===== src/rtl/usbf_sie_ep_mps.sv =====
// USB device endpoint between the SIE and the Rx/Tx FIFOs: splits IN transfers into
// max-packet-size packets (plus optional ZLP), tracks DATA0/1 toggles and polices OUT sizes.
module usbf_sie_ep_mps #(
    parameter int LEN_W   = 11,
    parameter int MAX_PKT = 64
) (
    input  logic             clk_i,
    input  logic             rst_i,
    input  logic             ep_stall_i,
    input  logic             ep_toggle_clr_i,
    output logic             rx_space_o,
    input  logic             rx_setup_i,
    input  logic             rx_valid_i,
    input  logic             rx_strb_i,
    input  logic [7:0]       rx_data_i,
    input  logic             rx_last_i,
    input  logic             rx_crc_err_i,
    input  logic             rx_pid_data1_i,
    output logic             rx_push_o,
    output logic [7:0]       rx_data_o,
    input  logic             rx_full_i,
    output logic [LEN_W-1:0] rx_length_o,
    output logic             rx_ready_o,
    output logic             rx_err_o,
    output logic             rx_setup_o,
    output logic             rx_dup_o,
    input  logic             rx_ack_i,
    output logic             tx_pop_o,
    input  logic [7:0]       tx_data_i,
    input  logic             tx_empty_i,
    input  logic             tx_flush_i,
    input  logic [LEN_W-1:0] tx_length_i,
    input  logic             tx_zlp_en_i,
    input  logic             tx_start_i,
    output logic             tx_busy_o,
    output logic             tx_err_o,
    output logic             tx_done_o,
    output logic             tx_ready_o,
    output logic             tx_data_valid_o,
    output logic             tx_data_strb_o,
    output logic [7:0]       tx_data_o,
    output logic             tx_data_last_o,
    input  logic             tx_data_accept_i,
    output logic             tx_pid_data1_o,
    input  logic             tx_hs_ack_i,
    input  logic             tx_hs_timeout_i
);
    localparam logic [LEN_W-1:0] MAX_L = LEN_W'(MAX_PKT);
    localparam logic [LEN_W-1:0] ONE_L = LEN_W'(1);

    typedef enum logic [1:0] {ST_IDLE, ST_SEND, ST_WAIT_HS} tx_state_t;

    function automatic logic [LEN_W-1:0] pkt_size(input logic [LEN_W-1:0] rem);
        return (rem < MAX_L) ? rem : MAX_L;
    endfunction

    logic [LEN_W-1:0] rx_len_q, rx_len_d;
    logic             rx_ready_q, rx_ready_d;
    logic             rx_err_q, rx_err_d;
    logic             rx_setup_q, rx_setup_d;
    logic             rx_dup_q, rx_dup_d;
    logic             rx_tog_q, rx_tog_d;
    logic             tx_tog_q, tx_tog_d;
    tx_state_t        state_q, state_d;
    logic [LEN_W-1:0] remain_q, remain_d;
    logic [LEN_W-1:0] pkt_q, pkt_d;
    logic             zlp_pend_q, zlp_pend_d;
    logic             tx_err_q, tx_err_d;
    logic             tx_done_q, tx_done_d;

    logic rx_strobe, rx_end, setup_ok, send_valid, byte_acc;

    assign rx_strobe  = rx_valid_i && rx_strb_i;
    assign rx_end     = rx_valid_i && rx_last_i;
    assign setup_ok   = rx_end && !rx_crc_err_i && rx_setup_i;
    assign send_valid = (state_q == ST_SEND) && !ep_stall_i;
    assign byte_acc   = send_valid && tx_data_accept_i;

    assign rx_space_o     = !rx_ready_q && !ep_stall_i;
    assign rx_push_o      = rx_strobe && (rx_len_q < MAX_L);
    assign rx_data_o      = rx_data_i;
    assign rx_length_o    = rx_len_q;
    assign rx_ready_o     = rx_ready_q;
    assign rx_err_o       = rx_err_q;
    assign rx_setup_o     = rx_setup_q;
    assign rx_dup_o       = rx_dup_q;
    assign tx_busy_o      = (state_q != ST_IDLE);
    assign tx_err_o       = tx_err_q;
    assign tx_done_o      = tx_done_q;
    assign tx_pid_data1_o = tx_tog_q;

    // Rx status and expected toggle; software ack wins over any same-cycle set
    always_comb begin
        rx_len_d   = rx_len_q;
        rx_ready_d = rx_ready_q;
        rx_err_d   = rx_err_q;
        rx_setup_d = rx_setup_q;
        rx_dup_d   = rx_dup_q;
        rx_tog_d   = rx_tog_q;
        if (rx_push_o) begin
            rx_len_d = rx_len_q + ONE_L;
        end
        if ((rx_strobe && rx_len_q == MAX_L) || (rx_push_o && rx_full_i)) begin
            rx_err_d = 1'b1;
        end
        if (rx_end) begin
            rx_ready_d = 1'b1;
            if (rx_crc_err_i) begin
                rx_err_d = 1'b1;
            end else if (rx_setup_i) begin
                rx_setup_d = 1'b1;
                rx_tog_d   = 1'b1;
            end else if (rx_pid_data1_i == rx_tog_q) begin
                rx_tog_d = !rx_tog_q;
            end else begin
                rx_dup_d = 1'b1;
            end
        end
        if (ep_toggle_clr_i) begin
            rx_tog_d = 1'b0;
        end
        if (rx_ack_i) begin
            rx_len_d   = '0;
            rx_ready_d = 1'b0;
            rx_err_d   = 1'b0;
            rx_setup_d = 1'b0;
            rx_dup_d   = 1'b0;
        end
    end

    always_comb begin
        state_d    = state_q;
        remain_d   = remain_q;
        pkt_d      = pkt_q;
        zlp_pend_d = zlp_pend_q;
        tx_err_d   = tx_err_q;
        tx_done_d  = 1'b0;
        tx_tog_d   = tx_tog_q;
        case (state_q)
            ST_IDLE: begin
                if (tx_start_i) begin
                    remain_d   = tx_length_i;
                    pkt_d      = pkt_size(tx_length_i);
                    zlp_pend_d = ((tx_length_i == '0) ||
                                  (tx_zlp_en_i && (tx_length_i % MAX_L) == '0)) &&
                                 (pkt_size(tx_length_i) != '0);
                    tx_err_d   = 1'b0;
                    state_d    = ST_SEND;
                end
            end
            ST_SEND: begin
                if (send_valid && (pkt_q != '0) && tx_empty_i) begin
                    tx_err_d = 1'b1;
                end
                if (byte_acc && (pkt_q != '0)) begin
                    pkt_d    = pkt_q - ONE_L;
                    remain_d = remain_q - ONE_L;
                end
                if (byte_acc && (pkt_q <= ONE_L)) begin
                    state_d = ST_WAIT_HS;
                end
            end
            ST_WAIT_HS: begin
                if (tx_hs_ack_i) begin
                    tx_tog_d = !tx_tog_q;
                    if ((remain_q == '0) && !zlp_pend_q) begin
                        tx_done_d = 1'b1;
                        state_d   = ST_IDLE;
                    end else begin
                        state_d = ST_SEND;
                        pkt_d   = pkt_size(remain_q);
                        if (pkt_size(remain_q) == '0) begin
                            zlp_pend_d = 1'b0;
                        end
                    end
                end else if (tx_hs_timeout_i) begin
                    tx_err_d = 1'b1;
                    state_d  = ST_IDLE;
                end
            end
            default: state_d = ST_IDLE;
        endcase
        // A new SETUP cancels any IN transfer in flight, same as a flush
        if (tx_flush_i || (setup_ok && state_q != ST_IDLE)) begin
            state_d    = ST_IDLE;
            remain_d   = '0;
            pkt_d      = '0;
            zlp_pend_d = 1'b0;
            tx_err_d   = 1'b0;
            tx_done_d  = 1'b0;
        end
        if (setup_ok) begin
            tx_tog_d = 1'b1;
        end
        if (ep_toggle_clr_i) begin
            tx_tog_d = 1'b0;
        end
    end

    always_comb begin
        tx_ready_o      = 1'b0;
        tx_data_valid_o = 1'b0;
        tx_data_strb_o  = 1'b0;
        tx_data_last_o  = 1'b0;
        tx_data_o       = 8'd0;
        tx_pop_o        = 1'b0;
        if (state_q == ST_SEND) begin
            tx_ready_o      = send_valid;
            tx_data_valid_o = send_valid;
            tx_data_strb_o  = (pkt_q != '0);
            tx_data_last_o  = (pkt_q <= ONE_L);
            tx_pop_o        = byte_acc && (pkt_q != '0);
            if (send_valid && (pkt_q != '0)) begin
                tx_data_o = tx_data_i;
            end
        end
    end

    always_ff @(posedge clk_i) begin
        if (rst_i) begin
            rx_len_q   <= '0;
            rx_ready_q <= 1'b0;
            rx_err_q   <= 1'b0;
            rx_setup_q <= 1'b0;
            rx_dup_q   <= 1'b0;
            rx_tog_q   <= 1'b0;
            tx_tog_q   <= 1'b0;
            state_q    <= ST_IDLE;
            zlp_pend_q <= 1'b0;
            tx_err_q   <= 1'b0;
            tx_done_q  <= 1'b0;
        end else begin
            rx_len_q   <= rx_len_d;
            rx_ready_q <= rx_ready_d;
            rx_err_q   <= rx_err_d;
            rx_setup_q <= rx_setup_d;
            rx_dup_q   <= rx_dup_d;
            rx_tog_q   <= rx_tog_d;
            tx_tog_q   <= tx_tog_d;
            state_q    <= state_d;
            zlp_pend_q <= zlp_pend_d;
            tx_err_q   <= tx_err_d;
            tx_done_q  <= tx_done_d;
        end
    end

    // Byte counters are only meaningful outside IDLE, so they carry no reset
    always_ff @(posedge clk_i) begin
        remain_q <= remain_d;
        pkt_q    <= pkt_d;
    end

endmodule


===== config.mk =====
export PLATFORM = sky130hd
export DESIGN_NAME = usbf_sie_ep_mps
export DESIGN_NICKNAME = d
export VERILOG_FILES = /design/src/rtl/usbf_sie_ep_mps.sv
export SDC_FILE = /design/constraint.sdc
export NUM_CORES = 1
export LEC_CHECK = 0
export ABC_AREA = 1
export ABC_CLOCK_PERIOD_IN_PS = 4600
export CORE_MARGIN = 3
export CORE_UTILIZATION = 40
export CTS_CLUSTER_SIZE = 14
export DETAILED_ROUTE_END_ITERATION = 10
export HOLD_SLACK_MARGIN = 0.08
export PLACE_DENSITY = 0.82
export SYNTH_ARGS = -nofsm -noshare
export SYNTH_HDL_FRONTEND = slang
export SYNTH_SLANG_ARGS = --single-unit

===== constraint.sdc =====
create_clock -name clk_i -period 4.6 [get_ports clk_i]
set_clock_uncertainty 0.05 [all_clocks]
set_input_delay 1.15 -clock clk_i [delete_from_list [all_inputs] [get_ports clk_i]]
set_output_delay 1.15 -clock clk_i [all_outputs]
set_load 0.1 [all_outputs]

==> metrics.cfg, run 1 <==
[flow_run]
cap_violations = 0

[worst_setup_path]
cp_cell_sequence = clkdlybuf4s50_1, or2_0, inv_1, nand2_1, nor2_1, buf_12
critical_path_required_ps = 3400
crit_family = buffers and inverters
path_max_fanout = 8
slowest_stage = clkdlybuf4s50_1
end_kind = primary output
start_kind = input pin
max_stage_delay_ps = 480
critPathKind = in -> out
arrival_ps = 2650
critPathBufInv = 3

[floorplanning]
die_area_um2 = 8390
start_util = 0.422
placementRows = 30
die_h_um = 91.6
pin_count = 88
core_um2 = 6940
dieWidth_um = 91.6

[cts]
post_cts_resized = 0
insertion_delay_ps = 300
htreeDepth = 2
clock_sinks = 44
cts_buffer_depth = 2
ctsHoldBuffers = 0
tritoncts = done
cts_root_buf = clkbuf_8
cts_setup_buffers = 0
clk_pin_slew_ps = 90
numCtsBuffers = 5

[detailed_routing]
vias_per_cell = 4.94
post-route-drc-count = 0
drtIter0Drc = 246
drt.antenna.violating_nets = 0
avgRoutedWirePerCell_um = 11.9
vias = 3203
drt-total-wl_um = 7720
drtPass1Iterations = 4

[synthesis]
ys_ff_latch = 44
syn_avg_cell_area_um2 = 5.98
ys_seq_area_frac = 0.301
yosys_warnings = 0
synthArstFlopShare = 0
synth.most_common_cell = nand2_1
yosysTopAreaCell = dfxtp_1
synth_area_um2 = 2930
yosys.area.top_type_share = 0.301
synth_ff_type = dfxtp_1
ys_types = 28
ys_top_cells_by_area = dfxtp_1 (30%), nand2_1 (16%), nor2_1 (12%), inv_1 (9.1%), nand3_1 (6.7%)
synth_cells = 490
synth_edf_count = 0
synth_nets = 547
yosys-top-cells-count = nand2_1 (124), nor2_1 (93), inv_1 (71), dfxtp_1 (44), nand3_1 (39)

[pwr]
intPower_w = 0.000686
power_density_nw_per_um2 = 282
power_frac_seq = 0.392
p_comb_frac = 0.319
swShare = 0.365
power_leakage_nw = 1.76
switchingPower_w = 0.000394
clockPowerShare = 0.289
ir_drop_uv = 166

[sta]
fin_crit_sh = 0.837
fmax_mhz = 260
slew_viol_final = 0
post-route-min-period_ps = 3850
tightest_slew_ps = 991
slew_headroom = 0.337
rsz0062_at_grt = false
setup_viol_count_final = 0
finalWorstSetupSlack_ps = 748
hold_viol_final = 0

[placement]
port_buffers = 71
post-place-ws_ps = 732
routabilityCongestion = 0.967
dp_hpwl_um = 6110
placed_area_um2 = 3710

[final_layout]
fin_nets = 608
fillers = 675
area_delta_synth_final_pct = 30.7
fin_util = 0.551
drive_above_1_share = 0.0580
antenna_cells = 0
design_area_um2 = 3830

[global_route]
grt_pass1_vias = 3095
antenna_found_initial = 0
grt_pass1_wl_um = 13200
gr-total-overflow = 0
grt_max_degree = 22
grt_usage = 0.187

[status]
status = finished clean

[hold_path]
min_path_type = reg -> reg

worst reg2reg max path, delay by kind of cell, from the launching register on:
family | cells | cell delay, ps
adders and majority gates | 1 | 530
buffers and inverters | 2 | 380
DFF | 1 | 340
and+or+nand+nor | 7 | 1370
registers in the layout (all words and copies together), names as in the netlist:
signal / flops
pkt_q: 11
remain_q: 11
rx_length_o: 11
state_q: 2
rx_dup_o: 1
rx_err_o: 1
rx_ready_o: 1
rx_setup_o: 1
rx_tog_q: 1
tx_done_o: 1
tx_err_o: 1
tx_pid_data1_o: 1
zlp_pend_q: 1
final timing paths:
check,start,cells after the start,end,slack (ps)
max,ep_stall_i,6,tx_data_o[4],750
min,rx_setup_o$_SDFFE_PP0P_,2,rx_setup_o$_SDFFE_PP0P_,400
max reg2reg,state_q[1]$_SDFFE_PP0P_,10,pkt_q[5]$_SDFFE_PP0P_,1830
min reg2reg,rx_setup_o$_SDFFE_PP0P_,2,rx_setup_o$_SDFFE_PP0P_,400
metrics by stage:
step	TNS, ps	hold WS (ps)	cells	total power, W
floorplan	-1960	402	490	0.000709
global placement	0	393	640	0.000763
detailed placement	0	393	640	0.000772
CTS	0	409	648	0.00108
global route	0	447	648	0.00115
finish	0	404	648	0.00108
per-layer routing:
| metal | share of wire | vias to the layer above | GRT usage |
|---|---|---|---|
| li1 | - | 1653 | - |
| met1 | 0.43 | 1419 | 0.218 |
| met2 | 0.48 | 114 | 0.332 |
| met3 | 0.082 | 17 | 0.0464 |
| met4 | 0.016 | 0 | 0.0616 |
| met5 | 0 | - | 0 |
area by class of cell:
type                    count  area [um2]  area share
inverters                  75         282      0.0736
repair buffers             71         773       0.202
well taps                  96         120      0.0314
multi-input cells         354        1660       0.433
flip-flops and latches     44         881       0.230
clock inverters             3        46.3      0.0121
clock buffers               5        68.8      0.0180
layout by cell type, fill, tap and decap left out, drive strengths merged:
master / count
a211oi: 1
a21oi: 27
a31oi: 4
buf: 15
bufinv: 1
clkbuf: 5
clkdlybuf4s50: 56
clkinv: 3
clkinvlp: 1
dfxtp: 44
ha: 11
inv: 73
nand2: 126
nand3: 40
nand3b: 2
nand4: 4
nor2: 93
nor3: 7
nor4: 2
o211ai: 6
o21ai: 22
or2: 4
xnor2: 2
xor2: 3
kinds of logic after synthesis:
kind of cell,count (synthesis),synth area share
AND/OR/NAND/NOR,278,0.391
adder cells (fa/ha/maj),11,0.0470
AO/OA/AOI/OAI,60,0.113
buffers and inverters,92,0.134
flip-flops,44,0.301
XOR/XNOR,5,0.0150
power by group through the flow:
stage / registers (W) / clock network (W) / logic [W]
2_1_floorplan: 0.000439 / 0 / 0.000270
6_report: 0.000423 / 0.000312 / 0.000345
3_3_place_gp: 0.000430 / 0 / 0.000333
5_1_grt: 0.000426 / 0.000334 / 0.000386
4_1_cts: 0.000423 / 0.000319 / 0.000342
3_5_place_dp: 0.000431 / 0 / 0.000341
Power figures use the tool's default switching activity.
==> run 2: changes to the inputs <==
ABC_CLOCK_PERIOD_IN_PS = 3800   (was 4600)
clock period = 3.8 ns   (was 4.6 ns; I/O delays follow)
==> run 2 against run 1 <==
  * Largest power group unchanged
  * Critical path type is now reg -> out
  * First-iteration DRC count did not move
  * Cell count rose by 0.15%
  * Sequential share of layout area fell by 0.62 points
  * Worst setup slack got worse by 550 ps
  * Clock power rose by 17%
  * Core utilization rose by 1.5 points
  * Sequential power rose by 21%
  * Highest routed layer unchanged
  * Critical path depth rose by 3
==> metrics.cfg, run 2 (synthesis results as in run 1) <==
[cts]
cts_setup_buffers = 0  ; unchanged
insertion_delay_ps = 300  ; about the same
cts_root_buf = clkbuf_8
numCtsBuffers = 5  ; unchanged
ctsHoldBuffers = 0  ; unchanged
cts_buffer_depth = 2  ; unchanged
htreeDepth = 2  ; unchanged
tritoncts = done
clk_pin_slew_ps = 90  ; about the same
post_cts_resized = 0  ; unchanged
clock_sinks = 44  ; unchanged

[detailed_routing]
drt-total-wl_um = 8170  ; +5.7%
avgRoutedWirePerCell_um = 12.6  ; +5.6%
drt.antenna.violating_nets = 0  ; unchanged
drtIter0Drc = 246  ; unchanged
drtPass1Iterations = 5  ; +1
vias_per_cell = 5.03  ; +1.7%
post-route-drc-count = 0  ; unchanged
vias = 3263  ; +1.9%

[sta]
hold_viol_final = 0  ; unchanged
rsz0062_at_grt = false
setup_tns_ps = 0  ; unchanged
fmax_mhz = 278
slew_headroom = 0.322  ; -0.0154
post-route-min-period_ps = 3600
tightest_slew_ps = 1010  ; +23.0 ps
setup_viol_count_final = 0  ; unchanged
fin_crit_sh = 0.948
slew_viol_final = 0  ; unchanged

[pwr]
clockPowerShare = 0.279  ; -0.010
power_leakage_nw = 1.78  ; +0.74%
intPower_w = 0.000834  ; +21%
ir_drop_uv = 168  ; +0.67%
finalPower_w = 0.00131  ; +21%
p_comb_frac = 0.329  ; +0.010
switchingPower_w = 0.000475  ; +21%
swShare = 0.363  ; -0.00181
power_density_nw_per_um2 = 333  ; +18%
power_frac_seq = 0.392  ; about the same

[global_route]
antenna_found_initial = 0  ; unchanged
grt_max_degree = 22  ; unchanged
grt_pass1_vias = 3116  ; +0.68%
use_met2 = 0.341  ; +0.00852
grtUsageMet1 = 0.226  ; +0.00782
grt_usage = 0.193  ; +0.00578
grtUsageMet3 = 0.0514  ; +0.00497
top_usage_layer = met2
gr-total-overflow = 0  ; unchanged
grt_pass1_wl_um = 13600  ; +3.0%

[final_layout]
final_common_cell = nand2_1
antenna_cells = 0  ; unchanged
fin_cells = 649  ; +0.15%
area_delta_synth_final_pct = 34.3
fin_nets = 609  ; +0.16%
drive_above_1_share = 0.0796  ; +0.0216
fin_util = 0.566  ; +0.0153
most-common-layout-cells = nand2_1 (124), nor2_1 (85), inv_1 (70), clkdlybuf4s50_1 (53), dfxtp_1 (44)

[floorplanning]
pin_count = 88  ; unchanged
dieWidth_um = 91.6  ; unchanged
die_area_um2 = 8390  ; unchanged
core_um2 = 6940  ; unchanged
die_h_um = 91.6  ; unchanged
placementRows = 30  ; unchanged
start_util = 0.422  ; unchanged

[worst_setup_path]
crit_family = buffers and inverters
slowest_stage = ha_1
max_stage_delay_ps = 520  ; +40 ps
start_kind = flop
critPathKind = reg -> out
critPathBufInv = 5  ; +2
path_max_fanout = 16  ; +8
cp_cell_sequence = inv_1, ha_1, inv_2, or2_0, clkinvlp_4, nand2_1, buf_4, nor2_4, buf_12
end_kind = primary output
critical_path_required_ps = 2800  ; -600 ps
arrival_ps = 2600  ; -50 ps

[placement]
port_buffers = 71  ; unchanged
dp_hpwl_um = 6490  ; +6.2%
place_inst = 641  ; +0.16%
routabilityCongestion = 0.901  ; -6.8%

[status]
status = finished clean

[hold_path]
min_path_type = reg -> reg

[flow_run]
cap_violations = 0  ; unchanged

==> run 2: final timing paths <==
kind / slack, ps / end / cells after the start / start
setup reg to reg: 980 / pkt_q[10]$_SDFFE_PP0P_ / 10 / state_q[1]$_SDFFE_PP0P_
hold reg to reg: 420 / tx_err_o$_SDFFE_PP0P_ / 2 / tx_err_o$_SDFFE_PP0P_
setup / recovery: 200 / tx_data_o[6] / 9 / state_q[1]$_SDFFE_PP0P_
hold / removal: 420 / tx_err_o$_SDFFE_PP0P_ / 2 / tx_err_o$_SDFFE_PP0P_
==> run 2: area by class of cell <==
type / count / area, um2
fill: 631 / 3010
multi-input combinational: 354 / 1720
sequential: 44 / 881
timing repair buffer: 72 / 823
inverter: 75 / 285
tap: 96 / 120
clock buffer: 6 / 72.6
clock inverter: 2 / 35.0
==> run 2: power groups by stage <==
stage / logic (W) / clock network [W] / registers [W]
floorplan: 0.000333 / 0 / 0.000532
global route: 0.000478 / 0.000385 / 0.000517
detailed placement: 0.000426 / 0 / 0.000523
global placement: 0.000415 / 0 / 0.000522
CTS: 0.000428 / 0.000368 / 0.000512
finish: 0.000431 / 0.000364 / 0.000513
==> run 2: tightest hold or removal path, delay by kind of cell, from the launching register on <==
kind | cells | cell delay (ps)
compound gates | 1 | 50
simple gates | 1 | 60
flops | 1 | 320
==> run 2: metrics by stage <==
step / setup slack [ps] / instance area [um2] / hold slack (ps)
3_5_place_dp: 314 / 3830 / 403
5_1_grt: 9.17 / 3930 / 448
3_3_place_gp: 391 / 3830 / 390
6_report: 198 / 3930 / 416
2_1_floorplan: 90.3 / 2990 / 402
4_1_cts: 200 / 3930 / 418
==> run 2: layer usage <==
layer / share of wire / wire (um)
met5: 0 / 0
met4: 0.019 / 155
met3: 0.074 / 607
met2: 0.50 / 4110
met1: 0.40 / 3290
==> run 3: changes to the inputs <==
CTS_CLUSTER_DIAMETER = 120   (was default)
SKIP_CTS_REPAIR_TIMING = 1   (was default)
TNS_END_PERCENT = 20   (was default)
==> results of run 3 <==
Final layout, timing and power as in run 2 (identical DEF).
==> variant 1: new RTL, flow settings as in run 2 <==
Set the parameter `LEN_W` to 22 (it was 11).
--- a/src/rtl/usbf_sie_ep_mps.sv
+++ b/src/rtl/usbf_sie_ep_mps.sv
@@ -1,7 +1,7 @@
 // USB device endpoint between the SIE and the Rx/Tx FIFOs: splits IN transfers into
 // max-packet-size packets (plus optional ZLP), tracks DATA0/1 toggles and polices OUT sizes.
 module usbf_sie_ep_mps #(
-    parameter int LEN_W   = 11,
+    parameter int LEN_W   = 22,
     parameter int MAX_PKT = 64
 ) (
     input  logic             clk_i,
Interface: changed (resized rx_length_o and tx_length_i); port bits go from 88 to 110. No check against the original RTL was run, so the function may have changed too.
==> variant 1 against run 2 <==
Worst hold slack worse by 0.012 ns. First-iteration DRC count increased by 72%. Sequential cell count rose by 33. Critical path depth is 4 lower. Fmax increased by 9.4%. Via count is 68% higher. Power grew 110%. Critical path type is now in2out. Design area grew 66%. Clock power rose to 2.6 times the old value. Largest power group unchanged. Setup slack better by 0.31 ns. Area after synthesis grew 75%. Routed wire length up 75%.
==> variant 1: results (changes against run 2) <==
Finish
  • Layout cells sized above 1: 0.07089 (-0.008674)
  • Nets: 992 (+63%)

Clock tree
  • Worst-path clk slew: 0.06 ns (-0.03 ns)
  • Clock latency on the worst-skew pair: 0.34 ns (+0.04 ns)
  • Clock root cell: clkbuf_16
  • H-tree depth: 3 (+1)
  • CTS Buf Count: 9 (+4)

Logic synthesis
  • Dominant cells by area after synthesis: dfxtp_1, nand2_1, nor2_1
  • Post-synth cell types: 40 (+43%)
  • Synth top cells by count: nand2_1, nor2_1, inv_1
  • Mean Syn Cell Area: 6.015 um2 (+0.62%)
  • Synth warn: 0 (unchanged)
  • Syn nets: 916 (+67%)
  • Post-synthesis sequential area ratio: 0.3015 (+0.0007912)

Setup path
  • Reg2reg start: state_q[0]$_SDFFE_PP0P_
  • CP Max Fanout: 8 (-8)
  • Worst Path Arrival: 2.29 ns (-0.31 ns)
  • CP peak stage delay: 0.46 ns (-0.06 ns)
  • Worst Setup Start Kind: primary input
  • Setup crit start: ep_stall_i
  • CP max stage cell: clkdlybuf4s50_1

Global route
  • GRT Util Overall: 0.2020 (+0.009035)
  • Vias in the first global route: 5231 (+68%)
  • Largest net degree at the start of global routing: 44 (+100%)
  • First-pass GRT wire length: 24110 um (+77%)

Detailed routing
  • DR iter-0 viols: 423 (+72%)
  • Final wirelength: 14280 um (+75%)
  • Via count: 5480 (+68%)
  • Routed vias/inst: 4.986 (-0.82%)

Power
  • IR drop worst, VDD: 0.0002538 V (+51%)
  • LEAKAGE: 0.002853 uW (+61%)

Status
  • Status: completed

Hold path
  • Min-delay src: rx_setup_o$_SDFFE_PP0P_

Timing
  • Final hold violations: 0 (unchanged)
  • Worst relative slew slack: 0.3362 (+0.01436)

Placed design
  • PortBufs: 93 (+31%)
  • Placed instance count: 1083 (+69%)
  • RePlAce Congestion: 0.9544 (+5.9%)
variant 1: power by group:
group	switching [uW]	internal [uW]
Clock	360	575
Combinational	600	293
Sequential	68.3	871
Total	1030	1740
variant 1: critical path: cells and delay by family:
family | cells | cell delay, ns
buf+inv | 2 | 0.67
simple gates | 3 | 0.67
variant 1: path summary, 6_finish.rpt:
kind	to	slack, ns	cells after the start
setup / recovery	tx_data_o[3]	0.51	5
hold / removal	rx_setup_o$_SDFFE_PP0P_	0.40	2
setup reg to reg	pkt_q[12]$_SDFFE_PP0P_	1.60	9
hold reg to reg	rx_setup_o$_SDFFE_PP0P_	0.40	2
variant 1: metal layers:
layer,track usage,vias to the layer above,wire [um]
li1,-,2825,-
met1,0.2627,2439,6339
met2,0.3193,195,6404
met3,0.05081,21,1220
met4,0.08255,0,311
met5,0,-,0
variant 1: area by class of cell:
type                            count  area [um2]
Inverter                          110       412.9
Clock inverter                      6       87.58
Sequential cell                    77        1541
Timing Repair Buffer               97        1094
Clock buffer                       10       229.0
Multi-Input combinational cell    631        2972
Tap cell                          168       210.2
Fill cell                        1184        5715
variant 1: cell families after synthesis:
family | synth area share
flip-flops | 0.3015
AND/OR/NAND/NOR | 0.4302
buffers and inverters | 0.1185
AO/OA/AOI/OAI | 0.1106
adder cells (fa/ha/maj) | 0.02203
XOR/XNOR | 0.01713
variant 1: through the flow:
stage / total power [uW] / setup WS [ns] / setup TNS, ns / instance area, um2 / hold WS, ns
after floorplan: 1648 / -0.2608 / -2.086 / 5119 / 0.4020
final: 2767 / 0.5085 / 0 / 6546 / 0.4043
after CTS: 2769 / 0.4779 / 0 / 6546 / 0.4088
after global placement: 1818 / 0.5365 / 0 / 6230 / 0.3939
after detailed placement: 1831 / 0.4813 / 0 / 6230 / 0.3973
after global routing: 2930 / 0.4009 / 0 / 6546 / 0.4342
==> variant 2: new RTL, flow settings as in run 2 <==
Made on the original files. Reset style: asynchronous (`rst_i`), changed in one clocked block.
--- a/src/rtl/usbf_sie_ep_mps.sv
+++ b/src/rtl/usbf_sie_ep_mps.sv
@@ -216,7 +216,7 @@
         end
     end
 
-    always_ff @(posedge clk_i) begin
+    always_ff @(posedge clk_i or posedge rst_i) begin
         if (rst_i) begin
             rx_len_q   <= '0;
             rx_ready_q <= 1'b0;
Check against the original RTL: differs if rst_i is asserted again (counterexample within 4 cycles, from zero or initial values and one cycle with rst_i high); with rst_i held inactive, the same outputs for 10 cycles.
==> variant 2 against run 2 <==
Sequential cell count is the same. Area after synthesis is 8.1% higher. Setup slack improved by 0.29 ns. Design area up 6.7%. Routed wire length grew 2.9%. Largest cell class unchanged. Critical path type is now in2out.
Power is not compared: it rests on default switching activity, and its combinational part moved more than twofold at a synthesized area within 25%.
==> variant 2: results (changes against run 2) <==
Finish
  • Layout cells sized above 1: 0.1101 (+0.03054)
  • Nets: 610 (+0.16%)
  • Fillcell total: 689 (+9.2%)
  • Ant diodes: 0 (unchanged)

Placed design
  • Detailed placement HPWL: 6651 um (+2.6%)
  • RePlAce Congestion: 0.8742 (-3.0%)
  • PortBufs: 71 (unchanged)

Global route
  • Initial antenna violation count: 0 (unchanged)
  • Largest net degree at the start of global routing: 23 (+4.5%)
  • First-pass GRT wire length: 14000 um (+2.8%)
  • Vias in the first global route: 3195 (+2.5%)
  • GRT Util Overall: 0.1930 (about the same)

Power
  • IR drop worst, VDD: 0.0003340 V
  • LEAKAGE: 0.001973 uW
  • Internal power: 1461 uW

Detailed routing
  • TritonRoute pass-1 iters: 5 (unchanged)
  • Via count: 3297 (+1.0%)
  • DR iter-0 viols: 226 (-8.1%)
  • Final wirelength: 8402 um (+2.9%)

Clock tree
  • Post-CTS setup buffer count: 0 (unchanged)
  • Deepest clock path buffer count: 2 (unchanged)
  • Clock latency on the worst-skew pair: 0.31 ns
  • Worst-path clk slew: 0.08 ns
  • H-tree depth: 2 (unchanged)
  • Post_cts resized: 0 (unchanged)
  • CTS Buf Count: 5 (unchanged)
  • Clock root cell: clkbuf_8
  • Hold bufs inserted after CTS: 0 (unchanged)

Logic synthesis
  • Dominant cells by area after synthesis: dfrtp_1, nand2_1, dfxtp_1
  • Ys flop type: dfxtp_1
  • Synth top cells by count: nand2_1, nor2_1, inv_1
  • Post-synthesis sequential area ratio: 0.3129 (+0.01219)
  • Synth warn: 0 (unchanged)
  • Post-synth cell types: 38 (+36%)
  • Syn nets: 546 (-0.18%)
  • Share of flip-flops with an asynchronous set or reset: 0.5000 (+0.5000)

Setup path
  • Reg2reg end: pkt_q[5]$_SDFFE_PP0P_
  • Reg2reg start: state_q[1]$_DFFE_PP0P_
  • Crit path to: tx_data_o[3]
  • Setup crit start: ep_stall_i
  • Reg2reg setup slack: 1.63 ns (+0.65 ns)
  • CP Max Fanout: 8 (-8)
  • R2R depth: 12 (+2)
  • Worst Path Arrival: 2.31 ns (-0.29 ns)

Status
  • Status: completed

Timing
  • Worst relative slew slack: 0.3270 (+0.005063)

Hold path
  • Worst Hold Class: reg2reg
  • Min-delay src: tx_err_o$_DFFE_PP0P_
-- variant 2: per-stage QoR --
stage            util  hold slack [ns]  setup slack (ns)  cell area (um2)  instances
2_1_floorplan       -           0.3917            0.1435             3234        489
3_3_place_gp   0.5487           0.4080            0.4944             4086        645
3_5_place_dp   0.5487           0.4306            0.4636             4086        645
4_1_cts        0.5637           0.4459            0.4655             4198        653
5_1_grt        0.5637           0.4548            0.4129             4198        653
6_report       0.5637           0.4391            0.4877             4198        653
-- variant 2: logic make-up (layout without fill, tap and decap cells) --
logic type	after synthesis	after routing	share of synthesized area
fa+ha+maj	11	11	0.04346
flops	44	44	0.3129
buf+inv	87	152	0.1233
simple gates	286	286	0.4093
compound gates	57	57	0.09996
xor+xnor	4	4	0.01106
-- variant 2: layout make-up --
type	count	area share
Clock buffer	5	0.01639
Clock inverter	3	0.01013
Inverter	70	0.06319
Multi-Input combinational cell	358	0.4414
Sequential cell	44	0.2361
Tap cell	99	0.02951
Timing Repair Buffer	74	0.2033
-- variant 2: power groups by stage --
stage | clock [uW] | sequential (uW) | combinational [uW]
floorplan | 0 | 748 | 1680
global placement | 0 | 711 | 2080
detailed placement | 0 | 719 | 2120
CTS | 368 | 708 | 2130
global route | 385 | 728 | 2380
finish | 363 | 710 | 2140
-- variant 2: metal layers --
| metal | track usage | vias to the layer above | wire (um) |
|---|---|---|---|
| met5 | 0 | - | 0 |
| met4 | 0.06490 | 0 | 123 |
| met3 | 0.03904 | 11 | 589 |
| met2 | 0.3277 | 129 | 4137 |
| met1 | 0.2435 | 1488 | 3551 |
| li1 | - | 1669 | - |
-- variant 2: how the worst min path moves through the flow --
stage	slack (ns)	cells after the start	to
after CTS	0.45	2	remain_q[0]$_SDFFE_PP0P_
after detailed placement	0.43	2	remain_q[0]$_SDFFE_PP0P_
final	0.44	2	tx_err_o$_DFFE_PP0P_
after global routing	0.45	2	tx_err_o$_DFFE_PP0P_
after global placement	0.41	2	tx_err_o$_DFFE_PP0P_
after floorplan	0.39	2	zlp_pend_q$_DFFE_PP0P_
-- variant 2: critical path, stage by stage --
cell,delay (ns)
clkdlybuf4s50_1,0.53
nor2_4,0.24
nand2_1,0.08
buf_4,0.21
nor2_4,0.12
buf_12,0.18
